<file path="src/rtl/uart_cmd_pkg.sv">
// uart_cmd_pkg: shared state codes, error codes and default framing bytes for the UART command parser
package uart_cmd_pkg;
    localparam logic [2:0] ST_HUNT  = 3'd0;
    localparam logic [2:0] ST_CMD   = 3'd1;
    localparam logic [2:0] ST_LEN   = 3'd2;
    localparam logic [2:0] ST_DATA  = 3'd3;
    localparam logic [2:0] ST_CHK   = 3'd4;
    localparam logic [2:0] ST_RESP0 = 3'd5;
    localparam logic [2:0] ST_RESP1 = 3'd6;
    localparam logic [7:0] ERR_CHK   = 8'h01;
    localparam logic [7:0] ERR_LEN   = 8'h02;
    localparam logic [7:0] ERR_TRUNC = 8'h03;
    localparam logic [7:0] DEF_SYNC = 8'hA5;
    localparam logic [7:0] DEF_ACK  = 8'h06;
    localparam logic [7:0] DEF_NAK  = 8'h15;
    function automatic logic [7:0] sat_inc(input logic [7:0] v);
        return v + {7'd0, v != 8'hFF};
    endfunction
endpackage

</file>
<file path="src/rtl/uart_byte_fetch.sv">
// uart_byte_fetch: one-at-a-time RX FIFO pop handshake plus sticky end-of-burst flag
module uart_byte_fetch (
    input  logic clock,
    input  logic reset,
    input  logic rx_fifo_empty,
    input  logic fetch_en,
    input  logic end_strobe,
    input  logic end_clear,
    output logic rx_fifo_read_en,
    output logic byte_valid,
    output logic end_event
);
    logic end_flag;
    logic idle;
    assign idle = !rx_fifo_read_en && !byte_valid;
    assign end_event = end_flag && idle && rx_fifo_empty && fetch_en;
    // Pop when nothing is in flight; the end flag only fires once the FIFO is drained
    always_ff @(posedge clock) begin
        if (reset) begin
            rx_fifo_read_en <= 1'b0;
            byte_valid <= 1'b0;
            end_flag <= 1'b0;
        end else begin
            rx_fifo_read_en <= idle && !rx_fifo_empty && fetch_en;
            byte_valid <= rx_fifo_read_en;
            end_flag <= (end_flag && !end_event && !end_clear) || end_strobe;
        end
    end
endmodule

</file>
<file path="src/rtl/uart_cmd_parser.sv">
// uart_cmd_parser: frames SYNC/CMD/LEN/payload/CHK packets, strobes good commands, returns ACK/NAK
module uart_cmd_parser import uart_cmd_pkg::*; #(
    parameter int MAX_LEN = 8,
    parameter logic [7:0] SYNC_BYTE = DEF_SYNC,
    parameter logic [7:0] ACK_BYTE = DEF_ACK,
    parameter logic [7:0] NAK_BYTE = DEF_NAK
) (
    input  logic clock,
    input  logic reset,
    input  logic rx_fifo_empty,
    input  logic [7:0] rx_fifo_data_out,
    output logic rx_fifo_read_en,
    input  logic UartPacketReceived,
    input  logic tx_fifo_full,
    output logic [7:0] tx_fifo_data_in,
    output logic tx_fifo_write_en,
    output logic cmd_valid,
    output logic [7:0] cmd_code,
    output logic [4:0] cmd_len,
    output logic [MAX_LEN*8-1:0] cmd_payload,
    output logic [7:0] err_count
);
    localparam int IW = (MAX_LEN > 1) ? $clog2(MAX_LEN) : 1;
    logic [2:0] state;
    logic [7:0] chk, code_q, resp_b0, resp_b1, nak_code;
    logic [4:0] len_q;
    logic [IW-1:0] idx;
    logic [7:0] pbuf [MAX_LEN];
    logic byte_valid, end_event, nak_en;
    assign nak_code = (byte_valid && state == ST_LEN && rx_fifo_data_out > 8'(MAX_LEN)) ? ERR_LEN :
                      (byte_valid && state == ST_CHK && rx_fifo_data_out != chk) ? ERR_CHK :
                      (end_event && state != ST_HUNT) ? ERR_TRUNC : 8'h00;
    assign nak_en = nak_code != 8'h00;
    uart_byte_fetch u_fetch (
        .clock(clock),
        .reset(reset),
        .rx_fifo_empty(rx_fifo_empty),
        .fetch_en(state <= ST_CHK),
        .end_strobe(UartPacketReceived),
        .end_clear(state == ST_RESP1 && !tx_fifo_full),
        .rx_fifo_read_en(rx_fifo_read_en),
        .byte_valid(byte_valid),
        .end_event(end_event)
    );
    // Payload capture buffer; bytes beyond LEN are masked when the command is published
    always_ff @(posedge clock) begin
        if (byte_valid && state == ST_DATA) pbuf[idx] <= rx_fifo_data_out;
    end
    // Frame state machine, command publication and response byte sequencing
    always_ff @(posedge clock) begin
        if (reset) begin
            state <= ST_HUNT;
            chk <= '0;
            code_q <= '0;
            len_q <= '0;
            idx <= '0;
            resp_b0 <= '0;
            resp_b1 <= '0;
            tx_fifo_data_in <= '0;
            tx_fifo_write_en <= 1'b0;
            cmd_valid <= 1'b0;
            cmd_code <= '0;
            cmd_len <= '0;
            cmd_payload <= '0;
            err_count <= '0;
        end else begin
            cmd_valid <= 1'b0;
            tx_fifo_write_en <= 1'b0;
            if (nak_en) begin
                resp_b0 <= NAK_BYTE;
                resp_b1 <= nak_code;
                err_count <= sat_inc(err_count);
                state <= ST_RESP0;
            end else if (byte_valid) begin
                case (state)
                    ST_HUNT: if (rx_fifo_data_out == SYNC_BYTE) begin
                        state <= ST_CMD;
                        chk <= '0;
                    end
                    ST_CMD: begin
                        code_q <= rx_fifo_data_out;
                        chk <= chk ^ rx_fifo_data_out;
                        state <= ST_LEN;
                    end
                    ST_LEN: begin
                        chk <= chk ^ rx_fifo_data_out;
                        len_q <= rx_fifo_data_out[4:0];
                        idx <= '0;
                        state <= (rx_fifo_data_out == 8'h00) ? ST_CHK : ST_DATA;
                    end
                    ST_DATA: begin
                        chk <= chk ^ rx_fifo_data_out;
                        idx <= idx + 1'b1;
                        if (5'(idx) == len_q - 5'd1) state <= ST_CHK;
                    end
                    ST_CHK: begin
                        cmd_valid <= 1'b1;
                        cmd_code <= code_q;
                        cmd_len <= len_q;
                        for (int i = 0; i < MAX_LEN; i++)
                            cmd_payload[i*8 +: 8] <= (i < int'(len_q)) ? pbuf[i] : 8'h00;
                        resp_b0 <= ACK_BYTE;
                        resp_b1 <= code_q;
                        state <= ST_RESP0;
                    end
                    default: ;
                endcase
            end else if (state == ST_RESP0 && !tx_fifo_full) begin
                tx_fifo_write_en <= 1'b1;
                tx_fifo_data_in <= resp_b0;
                state <= ST_RESP1;
            end else if (state == ST_RESP1 && !tx_fifo_full) begin
                tx_fifo_write_en <= 1'b1;
                tx_fifo_data_in <= resp_b1;
                state <= ST_HUNT;
            end
        end
    end
endmodule
</file>
<file path="config.mk">
export PLATFORM = sky130hd
export DESIGN_NAME = uart_cmd_parser
export DESIGN_NICKNAME = d
export VERILOG_FILES = /design/src/rtl/uart_cmd_pkg.sv /design/src/rtl/uart_byte_fetch.sv /design/src/rtl/uart_cmd_parser.sv
export SDC_FILE = /design/constraint.sdc
export NUM_CORES = 1
export LEC_CHECK = 0
export CORE_UTILIZATION = 49
export DETAILED_ROUTE_END_ITERATION = 7
export PLACE_DENSITY = 0.77
export SLEW_MARGIN = 20
export SYNTH_ARGS = -nofsm -noshare
export SYNTH_HDL_FRONTEND = slang
export SYNTH_SLANG_ARGS = --single-unit
</file>
<file path="constraint.sdc">
create_clock -name clock -period 2 [get_ports clock]
set_input_delay 0.4 -clock clock [delete_from_list [all_inputs] [get_ports clock]]
set_output_delay 0.4 -clock clock [all_outputs]
set_load 0.03 [all_outputs]
</file>
**After elaboration in Yosys (flattened, before gate mapping)**

Memory sizes are Yosys's and may differ from the RTL's.
Cells that the tools add are included.

- Add/sub/neg operators: 3
- Magnitude comparators: 10
- Equal/unequal tests: 17
- Muxes and demuxes: 35
- Bitwise gates (word level): 3
- Reduce and logical (&&, ||, !) cells: 48

Operators with widths:

| cell | number |
|---|---|
| 8-bit two-way mux | 14 |
| 3-bit two-way mux | 7 |
| 3-bit by 5-bit less-than comparator with 1-bit output, first input constant | 4 |
| 1-bit logical AND | 16 |
| 8-bit case mux with 2 select lines | 1 |
| 5-bit two-way mux | 3 |
| 3-bit case mux with 5 select lines | 1 |
| 3-bit AND reduction | 5 |
| 4-bit AND reduction | 3 |
| 1-bit by 5-bit less-than comparator with 1-bit output, first input constant | 2 |
| 2-bit by 5-bit less-than comparator with 1-bit output, first input constant | 2 |
| 2-bit nonzero test | 5 |
| 3-bit == test, second input constant | 3 |
| 3-bit OR reduction | 3 |
| 8-bit by 1-bit adder with 8-bit output | 1 |
| 8-bit == test, second input constant | 1 |
| 8-bit by 4-bit > comparator with 1-bit output, second input constant | 1 |
| 8-bit zero test | 1 |
| 4-bit != test, second input constant | 2 |
| 8-bit != test | 1 |
| 8-bit != test, second input constant | 1 |
| 8-bit nonzero test | 1 |
| 8-bit XOR | 1 |
| 7-bit != test, second input constant | 1 |
| 20 further kinds | 36 |

- Bits in registers: 137
- Memory bits (writable): 64
- Input port bits: 13
- Output and inout port bits: 96
- Logic and storage cells: 136
- Memories: 1

Memory list:

| memory | depth | width | read ports | clocked after memory_dff | write ports | line | RTL |
|---|---|---|---|---|---|---|---|
| pbuf | 8 | 8 | 8 | 0 | 1 | uart_cmd_parser.sv:28 | `logic [7:0] pbuf [MAX_LEN];` |

**Depth between registers and ports, before layout**

- Depth after elaboration: 12
- Mapped depth: 11
- Depth with buffers taken out: 8

**Hierarchy**

From an unflattened synthesis, not the netlist that was laid out.

- Cell total of the unflattened synthesis: 733
- Area, all modules: 7,596.0 µm²

Modules (own cells, without submodules):

| module | times used | cells an instance | area each (µm²) | sequential area each (µm²) |
|---|---|---|---|---|
| uart_cmd_parser | 1 | 722 | 7,470.9 | 4,584.4 |
| uart_byte_fetch | 1 | 11 | 125.1 | 60.1 |

**Least setup slack after synthesis**

OpenSTA, ideal clock, no wires.

- Kind: reg2reg
- From: register state[0]
- To: memory pbuf[0][0] (enable)
- Setup time: 383 ps
- Arrival: 1,729 ps
- Data required time: 1,617 ps
- Setup slack: -112 ps
- Cell stages (with the launch flop): 5
- Path buffers: 1
- Clock period less this slack: 2,112 ps
- Cell sequence: dfxtp_1 -> clkbuf_1 -> nand4b_1 -> or2_2 -> nor3_1

- Longest elaborated chain between the ends: 4

RTL lines:

| item | line | RTL |
|---|---|---|
| start, declared | uart_cmd_parser.sv:24 | `logic [2:0] state;` |
| start signal, assigned | uart_cmd_parser.sv:89 | `state <= (rx_fifo_data_out == 8'h00) ? ST_CHK : ST_DATA;` |
| 3-bit by 2-bit == test with 1-bit output | uart_cmd_parser.sv:47 | `if (byte_valid && state == ST_DATA) pbuf[idx] <= rx_fifo_data_out;` |
| 1-bit logical AND | uart_cmd_parser.sv:47 |  |
| 1-bit two-way mux | uart_cmd_parser.sv:47 |  |
| 1-bit two-way mux (not written as such) | uart_cmd_parser.sv:47 |  |
| end, declared | uart_cmd_parser.sv:28 |  |

Every way passes these cells.

**Worst setup path in the final report**

- From: register state[1]
- To: register err_count[6]

- Longest elaborated chain between the ends: 7
- Elaborated cells between the ends (all ways): 14
- Classes of those cells: 1 x order compare; 2 x eq/ne; 3 x mux; 8 x reduce/logical

RTL lines:

| item | line | RTL |
|---|---|---|
| 3-bit less-or-equal comparator | uart_cmd_parser.sv:38 | `.fetch_en(state <= ST_CHK),` |
| 1-bit logical AND | uart_byte_fetch.sv:16 | `assign end_event = end_flag && idle && rx_fifo_empty && fetch_en;` |
| 1-bit logical AND | uart_cmd_parser.sv:32 | `(end_event && state != ST_HUNT) ? ERR_TRUNC : 8'h00;` |
| 2-bit two-way mux | uart_cmd_parser.sv:32 |  |
| 2-bit two-way mux | uart_cmd_parser.sv:31 | `(byte_valid && state == ST_CHK && rx_fifo_data_out != chk) ? ERR_CHK :` |
| 2-bit two-way mux (*) | uart_cmd_parser.sv:30 | `assign nak_code = (byte_valid && state == ST_LEN && rx_fifo_data_out > 8'(MAX_LEN)) ? ERR_LEN :` |
| 8-bit nonzero test (*) | uart_cmd_parser.sv:33 | `assign nak_en = nak_code != 8'h00;` |
| end signal, assigned | uart_cmd_parser.sv:72 | `err_count <= sat_inc(err_count);` |
| end, declared | uart_cmd_parser.sv:21 | `output logic [7:0] err_count` |

Mark *: on every way between the ends. The rest lies on a longest branch, timed or not.
A chain may end at the register's enable or synchronous reset.

==> run summary <==
Status -> finished, final reports clean
Slew HR -> 0.511
Commonest non-fill, non-tap cell in the layout -> nand2_1
Yosys cell types -> 54
DR vias/cell -> 5.45
Total gr overflow -> 0
Fmax -> 509 MHz
Vias post-DR -> 6288
Power density cells -> 753 mW/mm²
Root Buffer Master -> clkbuf_16
RePlAce Congestion -> 0.909
Final period util -> 0.982
Area Growth Syn to Fin -> 30.7%
Initial antenna violation count -> 0
Drt pass-1 iters -> 5
Share of cells above drive strength 1 -> 0.146
Number of synthesized flops with an enable pin -> 64
Post-Syn Nets -> 797
H-tree Lvls -> 4
Crit-path max FO -> 5
Seq/Total Area, Yosys -> 0.593
Gate Count Post-Synth -> 779
Worst Tran Pin Value -> 0.730 ns
Initial DRC Count -> 550
Die extent in x -> 128 µm
Crit end category -> flop
Critical path startpoint category -> flop
Drt drc -> 0
Routed Antenna Nets -> 0
Initial Util -> 0.508
Io pins -> 109
Synth Cell Area -> 0.00783 mm²
Floorplan row count -> 45
Fin. Hold Viols -> 0
Yosys warns -> 0
Critical Path AT -> 2.30 ns
Register bit total from synthesis -> 200
Clock Latency Late Sink -> 0.44 ns
Avg Synthesized Cell Area -> 10.1 µm²
Dpl hpwl -> 12.7 mm
Placed cells -> 1117
GR Util All Layers -> 0.241
Post-CTS Hold Fix Bufs -> 0
Area share of the largest cell type after synthesis -> 0.348
Hold WC Path Type -> in -> reg
Crit-path max cell delay -> 0.35 ns
Cell accounting for the most synthesized area -> dfxtp_1
Clock Skews -> 0.0121 ns
Vias in the first global route -> 5959
Most frequent CP cell -> buf_4
Setup violators final -> 0
IO Port Bufs -> 108
Final min period -> 1.96 ns
Synth Flop Type -> dfxtp_1
Clk sink count -> 200
Maximum clock path buffer count -> 2
CTS buffer count -> 17
Critical path cell sequence -> nor2_2, and3_4, o21ai_1, buf_4, and3_1, buf_4, nor3_2, mux2_2
Worst vdd ir -> 0.570 mV
Worst EP required -> 2.34 ns
First-pass GRT wire length -> 30.7 mm
Layout Cells excl Fill -> 1154
CTS clock-pin slew for the worst setup and hold paths -> 0.07 ns
Synth area leaders -> dfxtp_1 (35%), edfxtp_1 (25%), nand2_1 (6.5%)
Max Cap Viol -> 0
Drt wl/cell -> 16.8 µm
Leakage -> 3.90 nW
Commonest non-fill, non-tap cells in the layout -> nand2_1 (136), dfxtp_1 (134), clkdlybuf4s50_1 (97)
Die Area -> 0.0165 mm²
Critical Path Slowest Stage Cell -> mux2_2
Core region area -> 0.0154 mm²
Hold WS -> 0.371 ns
Pin count of the biggest net entering global routing -> 55
Nets@finish -> 948
Routed wire length -> 19.4 mm
Max-slew violation total from the final report -> 0
Crit Path Category -> reg -> reg
Fraction of registers with async set/reset -> 0
CTS tree -> done
Ant diodes -> 0
Vert. Die Dim -> 128 µm
-- cells in the mapped netlist, types with 4 or more instances --
library cell and instances:
dfxtp_1 136, xnor2_1 10, o21ai_0 6, nor2b_1 6
clkbuf_1 25, mux2i_1 13, ha_1 5, and2_1 4
a21oi_1 45, nand2b_1 10, a31oi_1 5, inv_1 10
nand4_1 10, nand3b_1 65, nand3_1 82, buf_2 18
nand2_1 136, a211oi_1 4, buf_6 6, nor3_1 7
o32ai_1 7, nor2_1 58, edfxtp_1 64
-- report_power, final --
part	total [W]	internal, W	leakage (nW)	switching [W]
Clock	0.00331	0.00180	0.279	0.00151
Sequential	0.00419	0.00418	1.67	0.00000293
Combinational	0.000220	0.0000914	1.95	0.000128
Total	0.00771	0.00607	3.90	0.00164
-- cell type report --
class | count | area (µm²)
Timing Repair Buffer | 182 | 1750
Inverter | 11 | 41.3
Fill cell | 1264 | 5190
Multi-Input combinational cell | 518 | 2980
Tap cell | 211 | 264
Clock inverter | 9 | 90.1
Clock buffer | 23 | 468
Sequential cell | 200 | 4650
-- layer usage --
metal	global-route usage	share of wire	vias up
li1	-	-	3020
met1	0.318	0.44	3040
met2	0.399	0.49	210
met3	0.0383	0.056	18
met4	0.0962	0.015	0
met5	0	0	-
-- registers in the layout, summed over array words and instances, names as in the netlist --
signal / cells
u_fetch.byte_valid: 1
chk: 8
tx_fifo_write_en: 1
idx: 3
resp_b0: 3
tx_fifo_data_in: 8
pbuf: 64
u_fetch.rx_fifo_read_en: 1
state: 3
err_count: 8
u_fetch.end_flag: 1
code_q: 8
cmd_payload: 64
len_q: 5
cmd_len: 5
cmd_code: 8
resp_b1: 8
cmd_valid: 1
-- metrics by stage --
step                      utilization  total power [W]  area [µm²]  setup TNS, ns  worst slack (ns)
final                           0.664          0.00771       10200              0            0.0358
after global routing            0.664          0.00792       10200        -0.0666           -0.0262
after CTS                       0.653          0.00774       10100              0           0.00459
after detailed placement        0.615          0.00450        9490         -65.16            -0.643
after global placement          0.615          0.00449        9490         -56.97            -0.563
after floorplan                     -          0.00437        7840              0            0.0134
-- path summary, 6_finish.rpt --
check / startpoint / endpoint / slack, ns / depth (start not counted)
setup / recovery: state[1] / err_count[6] / 0.04 / 8
hold / removal: rx_fifo_data_out[1] / pbuf[3][1] / 0.37 / 2
setup reg to reg: state[1] / err_count[6] / 0.04 / 8
hold reg to reg: tx_fifo_data_in[7] / tx_fifo_data_in[7] / 0.45 / 2
-- worst max-delay path: cells and delay by family (launching register included) --
family,cells,cell delay [ns]
flops,1,0.34
compound gates,1,0.07
buf+inv,2,0.30
simple gates,4,0.80
mux,1,0.35
-- logic make-up after synthesis --
| logic type | share of synthesized area |
|---|---|
| compound gates | 0.0684 |
| xor+xnor | 0.0112 |
| fa+ha+maj | 0.00799 |
| buf+inv | 0.0379 |
| flops | 0.593 |
| mux | 0.0209 |
| simple gates | 0.261 |
-- what timing repair did --
action                     4_1_cts  5_1_grt
buffers inserted                 0        3
resized for setup               12       21
gates cloned                     0        2
pin swaps                        0        6
setup endpoints to repair      109      104
Power figures use the tool's default switching activity.
